[src/rtl/crypto_core_sequencer.sv]
// crypto_core_sequencer: start/busy sequencer between the CW305 register block and
// NUM_CORES crypto cores. It accepts a start edge, waits a trigger delay, launches the
// selected core, times the run, captures the ciphertext and drives the scope trigger.
// It can repeat the operation back-to-back for trace averaging.
// Ports:
//   clk, rst_n                     crypto clock, synchronous active-low reset
//   start, core_sel, trig_dly      request edge, core index, launch delay
//   reps                           extra repetitions
//   core_busy, core_ct             per-core busy and ciphertext
//   core_start                     one-hot launch pulse
//   ct_out, cycles_out             result of the last completed op
//   busy, done, done_pulse         status
//   timeout_flag                   sticky abort flag
//   trigger                        scope trigger
module crypto_core_sequencer #(
  parameter int unsigned NUM_CORES = 4,
  parameter int unsigned CT_WIDTH  = 128,
  parameter int unsigned DLY_W     = 16,
  parameter int unsigned REP_W     = 8,
  parameter int unsigned CYC_W     = 32,
  parameter int unsigned TIMEOUT   = 2**20,
  localparam int unsigned SEL_W    = (NUM_CORES > 1) ? $clog2(NUM_CORES) : 1
) (
  input  logic                          clk,
  input  logic                          rst_n,
  input  logic                          start,
  input  logic [SEL_W-1:0]              core_sel,
  input  logic [DLY_W-1:0]              trig_dly,
  input  logic [REP_W-1:0]              reps,
  input  logic [NUM_CORES-1:0]          core_busy,
  input  logic [NUM_CORES*CT_WIDTH-1:0] core_ct,
  output logic [NUM_CORES-1:0]          core_start,
  output logic [CT_WIDTH-1:0]           ct_out,
  output logic [CYC_W-1:0]              cycles_out,
  output logic                          busy,
  output logic                          done,
  output logic                          done_pulse,
  output logic                          timeout_flag,
  output logic                          trigger
);

  typedef enum logic [2:0] {
    S_IDLE, S_DELAY, S_LAUNCH, S_RUN, S_CAPTURE
  } state_e;

  state_e                 state_q, state_d;
  logic                   start_prev_q;
  logic [SEL_W-1:0]       sel_q, sel_d;
  logic [DLY_W-1:0]       dly_q, dly_d;
  logic [REP_W-1:0]       rep_q, rep_d;
  logic [DLY_W-1:0]       dcnt_q, dcnt_d;
  logic [CYC_W-1:0]       cnt_q, cnt_d;
  logic                   seen_q, seen_d;
  logic [NUM_CORES-1:0]   core_start_q, core_start_d;
  logic [CT_WIDTH-1:0]    ct_out_q, ct_out_d;
  logic [CYC_W-1:0]       cycles_q, cycles_d;
  logic                   busy_q, busy_d;
  logic                   done_q, done_d;
  logic                   done_pulse_q, done_pulse_d;
  logic                   timeout_q, timeout_d;
  logic                   trigger_q, trigger_d;

  logic [SEL_W-1:0]       sel_in_c;
  logic [SEL_W-1:0]       launch_sel_c;
  logic                   busy_sel_c;
  logic [CT_WIDTH-1:0]    ct_sel_c;
  logic [CYC_W-1:0]       cnt_inc_c;
  logic                   accept_c;

  // Out-of-range core index falls back to core 0
  assign sel_in_c  = (32'(core_sel) >= NUM_CORES) ? '0 : core_sel;
  assign cnt_inc_c = (&cnt_q) ? cnt_q : cnt_q + CYC_W'(1);
  assign accept_c  = (state_q == S_IDLE) && start && !start_prev_q;

  // Selected core's busy and ciphertext
  always_comb begin
    busy_sel_c = 1'b0;
    ct_sel_c   = '0;
    for (int i = 0; i < int'(NUM_CORES); i++) begin
      if (sel_q == SEL_W'(i)) begin
        busy_sel_c = core_busy[i];
        ct_sel_c   = core_ct[i*CT_WIDTH +: CT_WIDTH];
      end
    end
  end

  // Next-state and registered-output logic
  always_comb begin
    state_d      = state_q;
    sel_d        = sel_q;
    dly_d        = dly_q;
    rep_d        = rep_q;
    dcnt_d       = dcnt_q;
    cnt_d        = cnt_q;
    seen_d       = seen_q;
    ct_out_d     = ct_out_q;
    cycles_d     = cycles_q;
    timeout_d    = timeout_q;
    done_pulse_d = 1'b0;
    launch_sel_c = sel_q;

    case (state_q)
      S_IDLE: begin
        if (accept_c) begin
          sel_d        = sel_in_c;
          dly_d        = trig_dly;
          rep_d        = reps;
          timeout_d    = 1'b0;
          launch_sel_c = sel_in_c;  // latch not yet visible on a zero-delay launch
          if (trig_dly == '0) begin
            state_d = S_LAUNCH;
          end else begin
            state_d = S_DELAY;
            dcnt_d  = trig_dly;
          end
        end
      end
      S_DELAY: begin
        if (dcnt_q == DLY_W'(1)) state_d = S_LAUNCH;
        else                      dcnt_d  = dcnt_q - DLY_W'(1);
      end
      S_LAUNCH: begin
        cnt_d   = '0;
        seen_d  = 1'b0;
        state_d = S_RUN;
      end
      S_RUN: begin
        cnt_d = cnt_inc_c;
        if (busy_sel_c) seen_d = 1'b1;
        // Second term covers cores whose busy never rises
        if ((seen_q && !busy_sel_c) ||
            (!seen_q && !busy_sel_c && cnt_inc_c == CYC_W'(2))) begin
          state_d = S_CAPTURE;
        end else if (cnt_inc_c == CYC_W'(TIMEOUT)) begin
          timeout_d = 1'b1;
          state_d   = S_IDLE;
        end
      end
      S_CAPTURE: begin
        ct_out_d = ct_sel_c;
        cycles_d = cnt_q;
        if (rep_q != '0) begin
          rep_d = rep_q - REP_W'(1);
          if (dly_q == '0) begin
            state_d = S_LAUNCH;
          end else begin
            state_d = S_DELAY;
            dcnt_d  = dly_q;
          end
        end else begin
          done_pulse_d = 1'b1;
          state_d      = S_IDLE;
        end
      end
      default: state_d = S_IDLE;
    endcase

    // Outputs registered so they line up with the state they describe
    for (int i = 0; i < int'(NUM_CORES); i++) begin
      core_start_d[i] = (state_d == S_LAUNCH) && (launch_sel_c == SEL_W'(i));
    end
    trigger_d = (state_d == S_LAUNCH) || (state_d == S_RUN);
    busy_d    = (state_d != S_IDLE);
    done_d    = !busy_d;
  end

  // State and output registers
  always_ff @(posedge clk) begin
    if (!rst_n) begin
      state_q      <= S_IDLE;
      start_prev_q <= 1'b0;
      sel_q        <= '0;
      dly_q        <= '0;
      rep_q        <= '0;
      dcnt_q       <= '0;
      cnt_q        <= '0;
      seen_q       <= 1'b0;
      core_start_q <= '0;
      ct_out_q     <= '0;
      cycles_q     <= '0;
      busy_q       <= 1'b0;
      done_q       <= 1'b1;
      done_pulse_q <= 1'b0;
      timeout_q    <= 1'b0;
      trigger_q    <= 1'b0;
    end else begin
      state_q      <= state_d;
      start_prev_q <= start;
      sel_q        <= sel_d;
      dly_q        <= dly_d;
      rep_q        <= rep_d;
      dcnt_q       <= dcnt_d;
      cnt_q        <= cnt_d;
      seen_q       <= seen_d;
      core_start_q <= core_start_d;
      ct_out_q     <= ct_out_d;
      cycles_q     <= cycles_d;
      busy_q       <= busy_d;
      done_q       <= done_d;
      done_pulse_q <= done_pulse_d;
      timeout_q    <= timeout_d;
      trigger_q    <= trigger_d;
    end
  end

  assign core_start   = core_start_q;
  assign ct_out       = ct_out_q;
  assign cycles_out   = cycles_q;
  assign busy         = busy_q;
  assign done         = done_q;
  assign done_pulse   = done_pulse_q;
  assign timeout_flag = timeout_q;
  assign trigger      = trigger_q;

endmodule

[config.mk]
export PLATFORM = sky130hd
export DESIGN_NAME = crypto_core_sequencer
export DESIGN_NICKNAME = d
export VERILOG_FILES = /design/src/rtl/crypto_core_sequencer.sv
export SDC_FILE = /design/constraint.sdc
export NUM_CORES = 1
export LEC_CHECK = 0
export BUFFER_PORTS_ARGS = -buffer_cell sky130_fd_sc_hd__buf_2
export CAP_MARGIN = 20
export CORE_AREA = 2 2 275 277
export CTS_CLUSTER_DIAMETER = 100
export DETAILED_ROUTE_END_ITERATION = 10
export DIE_AREA = 0 0 277 279
export PLACE_DENSITY = 0.44
export SYNTH_ARGS = -nofsm -noshare
export SYNTH_HDL_FRONTEND = slang
export SYNTH_SLANG_ARGS = --single-unit
[constraint.sdc]
create_clock -name clk -period 5.04 [get_ports clk]
set_input_delay 0.504 -clock clk [delete_from_list [all_inputs] [get_ports clk]]
set_output_delay 0.504 -clock clk [all_outputs]
set_load 0.005 [all_outputs]
==> out/qor.yml <==
sta:
  period_share_pct: 73.39
  hold_violations: 0
  fmax_mhz: 270.3
  setup_slack_ns: 1.341
  tightest_slew_ns: 1.263
  slew_viol_final: 0
  setup_viol: 0
  tns_ns: 0
  clock-skew-final_ns: 0.01943
  rsz0062_at_grt: "no"
  slew_headroom_pct: 15.80
  period_minus_slack_ns: 3.699
placed_design:
  postPlaceCellArea_um2: 18660
  io_buffer_count: 713
  post-place-ws_ns: 1.385
  gp_congestion: 0.9852
  dpl.hpwl_um: 73250
synthesis:
  synth_warnings: 0
  async_reset_ff_share_pct: 0
  syn-num-nets: 2142
  synth_edf_count: 0
  postSynthAreaPerCell_um2: 8.961
  ys_types: 63
  synth_seq_cells: 248
  syn-instance-count: 1593
  syn_area_um2: 14270
  ys_seq_area_share_pct: 34.78
  ys.flop_type: "dfxtp_1"
grt:
  grt_use_total_pct: 22.13
  grt_antenna_before_repair: 65
  grt-ovfl-total: 0
  grt_pass1_vias: 15040
  grt_pass1_wl_um: 120700
  grt_max_degree: 178
setup_path:
  max_stage_delay_ns: 0.58
  critical_path_required_ns: 5.45
  slowest_stage: "nand4_1"
  cp.buffers_inverters: 0
  crit_chain: "ha_1, and4_1, nand4_1, nor4_2, or3_1, xor2_1, nand4_1, o41ai_2, a21o_2, a31oi_1"
  crit_fanout: 12
  cp_common_cell: "nand4_1"
  r2r_slack_ns: 1.34
  crit_path_end: "busy"
  worstPathArrival_ns: 4.11
  reg2reg_depth: 10
  endpoint_kind: "register"
  crit_start: "cnt_q[1]"
  cp-start-kind: "register"
  path_delay_family: "simple AND/OR/NAND/NOR gates"
  r2r-start: "cnt_q[1]"
  worstSetupPathDepth: 10
  reg2reg_to: "busy"
  path_class: "register to register"
power_and_ir_drop:
  power.static_leakage_nw: 7.965
  vdd.ir_drop.worst_uv: 165.3
  p_per_area_nw_per_um2: 275.7
layout:
  layout_commonest_cell: "buf_2"
  drive_gt1_share_pct: 41.65
  seqCellArea_um2: 4972
  final_area_um2: 19890
  final_nets: 2759
  syn_to_final_growth_pct: 39.36
  fill_cells: 8166
  multi_input_area_um2: 8685
  layout_common_cells: "buf_2, nand2_1, dfxtp_1, a21boi_0, mux4_2"
die:
  initial_core_util_pct: 19.27
  rows: 100
  ios: 714
  coreArea_um2: 74070
  fp.dieW_um: 277
  die_area_um2: 77280
  die_h_um: 279
drt:
  initialDrtViolationCount: 1148
  wl_per_cell_um: 27.58
  drtAntennaViolNets: 0
  dr.pass1.iters: 5
  drt_wl_total_um: 88740
  vias: 15334
  drc: 0
  via_per_inst: 4.765
cts:
  clkSinkCount: 248
  hold_buffers: 0
  post_cts_resized: 0
  cts_buffers: 34
  clock_latency_ns: 0.54
  post-cts-setup-buffers: 0
  root_buffer: "clkbuf_16"
  path_clk_slew_ns: 0.06
  cts_tree: "done"
  max-clock-path-buffers: 3
  htreeDepth: 2
run_status:
  outcome: "finished, final reports clean"
run:
  maxCapViolCount: 0
min_path:
  hold_path_depth: 2
  min_path_type: "input pin to register"
-- synthesized netlist by cell type, types with 7 or more instances --
library cell  instances  area (um2)
xor2_1                9       78.83
o21a_1                8       60.06
o211a_1               7       70.07
buf_2                24       120.1
and2_1               10       62.56
and3_1                7       43.79
nand4_1              14       87.58
nor2b_1              31       193.9
xnor2_1               7       61.31
and4_1                7       61.31
inv_1                14       52.55
a22oi_1              15       112.6
buf_1                18       67.56
nor2_1               37       138.9
a21boi_0            187        1404
nand3_1              28       140.1
o22ai_1              14       87.58
nand2_1             434        1629
clkbuf_1            105       394.1
nor4_1               24       150.1
o21ai_0              47       235.2
a21oi_1              45       225.2
or3_1                 7       43.79
mux4_2              129        2905
dfxtp_1             248        4965
nor3_1               35       175.2
-- area by class of cell --
cell class | instances | area share, %
Antenna cell | 16 | 0.2013
Clock buffer | 46 | 4.862
Clock inverter | 13 | 1.025
Inverter | 15 | 0.2830
Multi-Input combinational cell | 1183 | 43.65
Sequential cell | 248 | 24.99
Tap cell | 969 | 6.094
Timing Repair Buffer | 728 | 18.89
-- kinds of logic after synthesis --
| group | count (synthesis) | share of synthesized area (%) |
|---|---|---|
| adder cells (fa/ha/maj) | 4 | 0.3506 |
| AO/OA/AOI/OAI | 365 | 17.92 |
| flip-flops | 248 | 34.78 |
| AND/OR/NAND/NOR | 666 | 20.94 |
| multiplexers | 132 | 20.56 |
| buffers and inverters | 162 | 4.470 |
| XOR/XNOR | 16 | 0.9817 |
-- state kept, by name, indices dropped and copies added, names as in the netlist --
name and count:
trigger 1, timeout_flag 1, done_pulse 1, rep_q 8, seen_q 1, cycles_out 32
core_start 4, start_prev_q 1, dcnt_q 16, ct_out 128, done 1, busy 1
cnt_q 32, dly_q 16, sel_q 2, state_q 3
-- metal layers --
layer	track usage, %	vias to the layer above	share of wire [%]	wire length (um)
met3	6.886	161	8.8	7789
li1	-	7009	-	-
met1	29.65	7439	44	39270
met4	6.424	16	2.9	2596
met5	0	-	0.11	100
met2	34.07	709	44	38980
-- worst min-delay path by stage --
stage	endpoint	start	slack, ns
finish	start_prev_q	start	0.24
global route	start_prev_q	start	0.21
CTS	start_prev_q	start	0.20
detailed placement	ct_out[93]	ct_out[93]	0.46
global placement	seen_q	seen_q	0.45
floorplan	seen_q	seen_q	0.43
-- per-stage QoR --
stage / util (%) / hold slack, ns / total power [mW] / cells
floorplan: - / 0.4290 / 2.547 / 1593
global placement: 25.19 / 0.4523 / 2.939 / 3142
detailed placement: 25.19 / 0.4551 / 2.943 / 3142
CTS: 26.77 / 0.1987 / 5.576 / 3201
global route: 26.84 / 0.2149 / 5.714 / 3213
finish: 26.86 / 0.2392 / 5.486 / 3218
-- where the power goes --
group	switching, mW	total (mW)	internal, mW
logic	0.409	0.859	0.450
clock network	0.983	2.58	1.60
registers	0.0484	2.04	1.99
Power figures use the tool's default switching activity.
